`src/rtl/bit_reducer_stream_if.sv`:
```
// Word-stream and result handshake bundle for bit_reducer_stream.
// The slave modport is the reducer's view; the master modport is the source/consumer side.
interface bit_reducer_stream_if #(
    parameter int WORD_WIDTH  = 8,
    parameter int COUNT_WIDTH = 8
);
    logic [2:0]             op_select;
    logic                   in_valid;
    logic                   in_ready;
    logic [WORD_WIDTH-1:0]  in_data;
    logic [WORD_WIDTH-1:0]  in_mask;
    logic                   in_last;
    logic                   out_valid;
    logic                   out_ready;
    logic                   out_bit;
    logic [COUNT_WIDTH-1:0] out_count;
    logic                   out_empty;
    logic                   out_op_error;

    modport slave (
        input  op_select, in_valid, in_data, in_mask, in_last, out_ready,
        output in_ready, out_valid, out_bit, out_count, out_empty, out_op_error
    );

    modport master (
        output op_select, in_valid, in_data, in_mask, in_last, out_ready,
        input  in_ready, out_valid, out_bit, out_count, out_empty, out_op_error
    );
endinterface

```
`src/rtl/bit_reducer_stream.sv`:
```
// Folds every unmasked bit of a multi-word frame into one result bit using an
// AND/NAND/OR/NOR/XOR/XNOR operation chosen on the frame's first word.
module bit_reducer_stream #(
    parameter int WORD_WIDTH  = 8,
    parameter int COUNT_WIDTH = 8
) (
    input logic                 clk,
    input logic                 rst_n,
    bit_reducer_stream_if.slave bus
);
    typedef enum logic {
        IDLE,
        ACCUM
    } state_t;

    typedef enum logic [2:0] {
        OP_AND  = 3'd0,
        OP_NAND = 3'd1,
        OP_OR   = 3'd2,
        OP_NOR  = 3'd3,
        OP_XOR  = 3'd4,
        OP_XNOR = 3'd5
    } op_e;

    state_t                 state_q;
    op_e                    op_q;
    logic                   acc_q;
    logic [COUNT_WIDTH-1:0] cnt_q;
    logic                   empty_q;
    logic                   out_valid_q;
    logic                   out_bit_q;
    logic [COUNT_WIDTH-1:0] out_count_q;
    logic                   out_empty_q;
    logic                   out_op_error_q;

    logic                   in_ready;
    logic                   accept;
    logic                   first;
    op_e                    op_cur;
    logic                   acc_base;
    logic                   acc_d;
    logic [COUNT_WIDTH-1:0] cnt_d;
    logic                   empty_d;
    logic                   invert;
    logic                   valid_op;
    logic                   result_d;

    // A held result blocks every word, so a frame can never complete into an occupied register.
    assign in_ready = !out_valid_q || bus.out_ready;
    assign accept   = bus.in_valid && in_ready;
    assign first    = (state_q == IDLE);

    // NOTE: every signal gets a default before the case so no latch is inferred.
    always_comb begin
        op_cur   = first ? op_e'(bus.op_select) : op_q;
        acc_base = 1'b0;
        acc_d    = 1'b0;
        invert   = 1'b0;
        valid_op = 1'b1;
        case (op_cur)
            OP_AND, OP_NAND: begin
                acc_base = first ? 1'b1 : acc_q;
                acc_d    = acc_base & (&(bus.in_data | ~bus.in_mask));
                invert   = (op_cur == OP_NAND);
            end
            OP_OR, OP_NOR: begin
                acc_base = first ? 1'b0 : acc_q;
                acc_d    = acc_base | (|(bus.in_data & bus.in_mask));
                invert   = (op_cur == OP_NOR);
            end
            OP_XOR, OP_XNOR: begin
                acc_base = first ? 1'b0 : acc_q;
                acc_d    = acc_base ^ (^(bus.in_data & bus.in_mask));
                invert   = (op_cur == OP_XNOR);
            end
            default: valid_op = 1'b0;
        endcase

        result_d = valid_op && (acc_d ^ invert);

        if (first) begin
            cnt_d   = COUNT_WIDTH'(1);
            empty_d = ~|bus.in_mask;
        end else begin
            cnt_d   = (&cnt_q) ? cnt_q : cnt_q + COUNT_WIDTH'(1);
            empty_d = empty_q && ~|bus.in_mask;
        end
    end

    // NOTE: sequential state uses non-blocking assignments so all registers update together.
    always_ff @(posedge clk or negedge rst_n) begin
        if (!rst_n) begin
            state_q        <= IDLE;
            op_q           <= OP_AND;
            acc_q          <= 1'b0;
            cnt_q          <= '0;
            empty_q        <= 1'b0;
            out_valid_q    <= 1'b0;
            out_bit_q      <= 1'b0;
            out_count_q    <= '0;
            out_empty_q    <= 1'b0;
            out_op_error_q <= 1'b0;
        end else begin
            if (accept) begin
                op_q    <= op_cur;
                acc_q   <= acc_d;
                cnt_q   <= cnt_d;
                empty_q <= empty_d;
                state_q <= bus.in_last ? IDLE : ACCUM;
            end

            // Completing a frame wins over a pop, so a same-cycle pop and reload keeps out_valid high.
            if (accept && bus.in_last) begin
                out_valid_q    <= 1'b1;
                out_bit_q      <= result_d;
                out_count_q    <= cnt_d;
                out_empty_q    <= empty_d;
                out_op_error_q <= !valid_op;
            end else if (bus.out_ready) begin
                out_valid_q <= 1'b0;
            end
        end
    end

    assign bus.in_ready     = in_ready;
    assign bus.out_valid    = out_valid_q;
    assign bus.out_bit      = out_bit_q;
    assign bus.out_count    = out_count_q;
    assign bus.out_empty    = out_empty_q;
    assign bus.out_op_error = out_op_error_q;
endmodule
```
`src/flat_wrapper.sv`:
```
// flat-port wrapper written by rule: the top's interface ports become plain ports
module bit_reducer_stream_flat 
#(
    parameter int WORD_WIDTH  = 8,
    parameter int COUNT_WIDTH = 8
)
  (clk, rst_n, bus_op_select, bus_in_valid, bus_in_data, bus_in_mask, bus_in_last, bus_out_ready, bus_in_ready, bus_out_valid, bus_out_bit, bus_out_count, bus_out_empty, bus_out_op_error);
  bit_reducer_stream_if #(.WORD_WIDTH(WORD_WIDTH), .COUNT_WIDTH(COUNT_WIDTH)) bus_i ();
  input logic clk;
  input logic rst_n;
  input wire logic [$bits(bus_i.op_select)-1:0] bus_op_select;
  input wire logic [$bits(bus_i.in_valid)-1:0] bus_in_valid;
  input wire logic [$bits(bus_i.in_data)-1:0] bus_in_data;
  input wire logic [$bits(bus_i.in_mask)-1:0] bus_in_mask;
  input wire logic [$bits(bus_i.in_last)-1:0] bus_in_last;
  input wire logic [$bits(bus_i.out_ready)-1:0] bus_out_ready;
  output wire logic [$bits(bus_i.in_ready)-1:0] bus_in_ready;
  output wire logic [$bits(bus_i.out_valid)-1:0] bus_out_valid;
  output wire logic [$bits(bus_i.out_bit)-1:0] bus_out_bit;
  output wire logic [$bits(bus_i.out_count)-1:0] bus_out_count;
  output wire logic [$bits(bus_i.out_empty)-1:0] bus_out_empty;
  output wire logic [$bits(bus_i.out_op_error)-1:0] bus_out_op_error;
  assign bus_i.op_select = bus_op_select;
  assign bus_i.in_valid = bus_in_valid;
  assign bus_i.in_data = bus_in_data;
  assign bus_i.in_mask = bus_in_mask;
  assign bus_i.in_last = bus_in_last;
  assign bus_i.out_ready = bus_out_ready;
  assign bus_in_ready = bus_i.in_ready;
  assign bus_out_valid = bus_i.out_valid;
  assign bus_out_bit = bus_i.out_bit;
  assign bus_out_count = bus_i.out_count;
  assign bus_out_empty = bus_i.out_empty;
  assign bus_out_op_error = bus_i.out_op_error;
  bit_reducer_stream #(.WORD_WIDTH(WORD_WIDTH), .COUNT_WIDTH(COUNT_WIDTH)) u_core (.clk(clk), .rst_n(rst_n), .bus(bus_i));
endmodule
```
`config.mk`:
```
export PLATFORM = sky130hd
export DESIGN_NAME = bit_reducer_stream_flat
export DESIGN_NICKNAME = d
export VERILOG_FILES = /design/src/rtl/bit_reducer_stream_if.sv /design/src/rtl/bit_reducer_stream.sv /design/src/flat_wrapper.sv
export SDC_FILE = /design/constraint.sdc
export NUM_CORES = 1
export LEC_CHECK = 0
export BUFFER_PORTS_ARGS = -buffer_cell sky130_fd_sc_hd__buf_2
export CAP_MARGIN = 20
export CORE_MARGIN = 4
export CORE_UTILIZATION = 34
export DETAILED_ROUTE_END_ITERATION = 16
export PLACE_DENSITY = 0.64
export SYNTH_ARGS = -nofsm -noshare
export SYNTH_HDL_FRONTEND = slang
export SYNTH_SLANG_ARGS = --single-unit
```
`constraint.sdc`:
```
create_clock -name clk -period 1.9 [get_ports clk]
set_input_delay 0.19 -clock clk [delete_from_list [all_inputs] [get_ports clk]]
set_output_delay 0.19 -clock clk [all_outputs]
set_load 0.01 [all_outputs]
```
==> results.toml <==
[placement]
place_area_mm2 = 0.00181
port_buffers = 36
post-dp-hpwl_um = 2690
place.gp.congestion = 0.787

[grt]
overflow = 0
antenna_found_initial = 0
first_global_vias = 1332
grt_pass1_wl_um = 5870
grt_max_degree = 27
grtUsageTotal = 0.133

[logic_synthesis]
synth_edf_count = 0
ys_seq_area_frac = 0.424
yosysTopAreaCellShare = 0.424
syn_inst = 169
synth_common_cells = "nand2_1 (29), dfrtp_1 (26), o21ai_0 (14), nor2_1 (10), a21oi_1 (9)"
ys_seq_elements = 26
synth_top_flop_cell = "dfrtp_1"
avgSynthCellArea_um2 = 9.07
yosysWarnings = 0
async_flop_share = 1.00
yosysTopAreaCell = "dfrtp_1"
synthTopCellsByArea = "dfrtp_1 (42%), nand2_1 (7.1%), o21ai_0 (4.6%)"
syn_area_mm2 = 0.00153
synth_cell_types = 42
synth.most_common_cell = "nand2_1"
synth_nets = 198

[cts]
cts-root-buf = "clkbuf_8"
post-cts-setup-buffer-count = 0
numCtsBuffers = 3
cts.path.max_buffers = 2
cts_sinks = 26
clk_latency_ns = 0.27
cts_tree = "done"
clk_pin_slew_ns = 0.09
htreeDepth = 1

[timing]
min_period_over_period = 0.913
clock_skew_ns = 0.00399
worst_pin_slew_ns = 0.579
finalCriticalPeriod_ns = 1.74
hold_violations = 0
rsz0062_at_grt = "no"
finalSetupTns_ns = 0
fmax_mhz = 576
finalMaxSlewViolations = 0
setup_violations = 0
relSlewSlack = 0.614

[setup_path]
path_class = "reg2reg"
worstSetupStartpointType = "register"
worst_ep_required_time_ns = 2.11
critPathArrivalTime_ns = 1.94
critPathMaxFanout = 10
worst_setup_path_end_kind = "register"

[floorplanning]
initial_core_util = 0.352
ios = 37
std_cell_rows = 24
core_region_area_mm2 = 0.00435
die-area_mm2 = 0.00565
die_x_um = 75.1
die-height_um = 75.1

[final_layout]
fin_nets = 242
drive_gt1_frac = 0.274
fin_area_mm2 = 0.00188
syn_to_final_growth_pct = 22.4
antenna_cells = 0

[detailed_routing]
drc = 0
vias_per_cell = 5.07
drt_pass1_iterations = 4
drtAntennaViolNets = 0
routedWlPerCell_um = 13.3
vias = 1339
totalWireLength_um = 3510
drt-initial-drc-count = 73

[pwr]
seq_power_share = 0.450
power_frac_clock = 0.202
p_comb_frac = 0.348
p_int_mw = 1.16
powerDensity_mw_per_mm2 = 939
p_sw_uw = 600
swShare = 0.340
p_leak_nw = 0.875
max-vdd-ir-drop_uv = 384

[status]
status = "complete, no violations"

[run]
drv_cap = 0

[hold_path]
hold_path.class = "in2reg"
routing by layer:
metal  up-vias  part of all wire  global-route usage
met5         -                 0                   0
met4         0             0.016              0.0427
met3         6             0.056              0.0227
met2        27              0.46               0.221
met1       614              0.47               0.176
li1        692                 -                   -
logic make-up after synthesis:
group                    count (synthesis)  share of synthesized area
adder cells (fa/ha/maj)                  5                     0.0408
AO/OA/AOI/OAI                           44                      0.183
XOR/XNOR                                 6                     0.0343
AND/OR/NAND/NOR                         71                      0.233
buffers and inverters                   10                     0.0318
multiplexers                             7                     0.0531
flip-flops                              26                      0.424
power by group through the flow:
stage | clock, mW | sequential, mW | combinational [mW]
3_5_place_dp | 0 | 0.802 | 0.614
5_1_grt | 0.389 | 0.813 | 0.698
4_1_cts | 0.365 | 0.793 | 0.618
6_report | 0.355 | 0.793 | 0.613
3_3_place_gp | 0 | 0.802 | 0.607
2_1_floorplan | 0 | 0.825 | 0.358
sequential cells by signal, indices dropped and copies added, names as in the netlist:
signal	count
u_core.op_q	3
u_core.bus.out_count	8
u_core.empty_q	1
u_core.bus.out_valid	1
u_core.bus.out_op_error	1
u_core.cnt_q	8
u_core.bus.out_bit	1
u_core.acc_q	1
u_core.state_q	1
u_core.bus.out_empty	1
area by class of cell:
type / count / area, um2
Sequential cell: 26 / 651
Inverter: 3 / 11.3
Clock buffer: 4 / 55.1
Timing Repair Buffer: 46 / 258
Fill cell: 435 / 2480
Tap cell: 52 / 65.1
Multi-Input combinational cell: 133 / 836
layout by cell type, fill, tap and decap left out, drive strengths merged, types with 2 or more instances in the layout:
master    n
o31ai     3
mux2i     4
nand2    29
nor3      3
a21oi    10
clkbuf    4
nand3b    2
nand3     4
a2111oi   2
a21o      3
o21a      2
a22o      3
o21ai    15
inv       3
ha        5
nor4      2
nand2b    3
xor2      2
dfrtp    26
nand4     7
xnor2     4
nor2     11
mux2      3
buf      45
nor2b     8
worst paths after layout:
path | startpoint | end | slack (ns) | depth (start not counted)
worst min register to register | u_core.bus.out_op_error | u_core.bus.out_op_error | 0.48 | 2
worst max register to register | u_core.cnt_q[1] | u_core.cnt_q[0] | 0.16 | 7
min in group asynchronous | rst_n | u_core.cnt_q[2] | 0.45 | 2
worst max-delay path | u_core.cnt_q[1] | u_core.cnt_q[0] | 0.16 | 7
max in group asynchronous | rst_n | u_core.bus.out_valid | 1.07 | 2
worst min-delay path | bus_op_select[0] | u_core.op_q[0] | 0.17 | 2
stage by stage:
step / total power [mW] / hold WS, ns / setup WS, ns / std cells / utilization
after floorplan: 1.18 / -0.106 / 0.210 / 169 / -
final: 1.76 / 0.172 / 0.165 / 264 / 0.431
after global routing: 1.90 / 0.168 / 0.0189 / 264 / 0.431
after detailed placement: 1.42 / 0.232 / 0.149 / 259 / 0.415
after CTS: 1.78 / 0.169 / 0.131 / 264 / 0.430
after global placement: 1.41 / 0.232 / 0.202 / 259 / 0.415
critical path, stage by stage, from the launching register on:
cell,delay (ns)
dfrtp_1,0.41
ha_2,0.25
nand4_2,0.16
nor3_2,0.20
buf_4,0.21
nor2_2,0.06
mux2_4,0.27
a21oi_2,0.12
what timing repair did:
action,CTS,global route
setup endpoints to repair,0,3
gates resized for setup,0,1
hold endpoints to repair,26,0
hold buffers,1,0
Note: power is estimated with default switching activity, not from simulation.
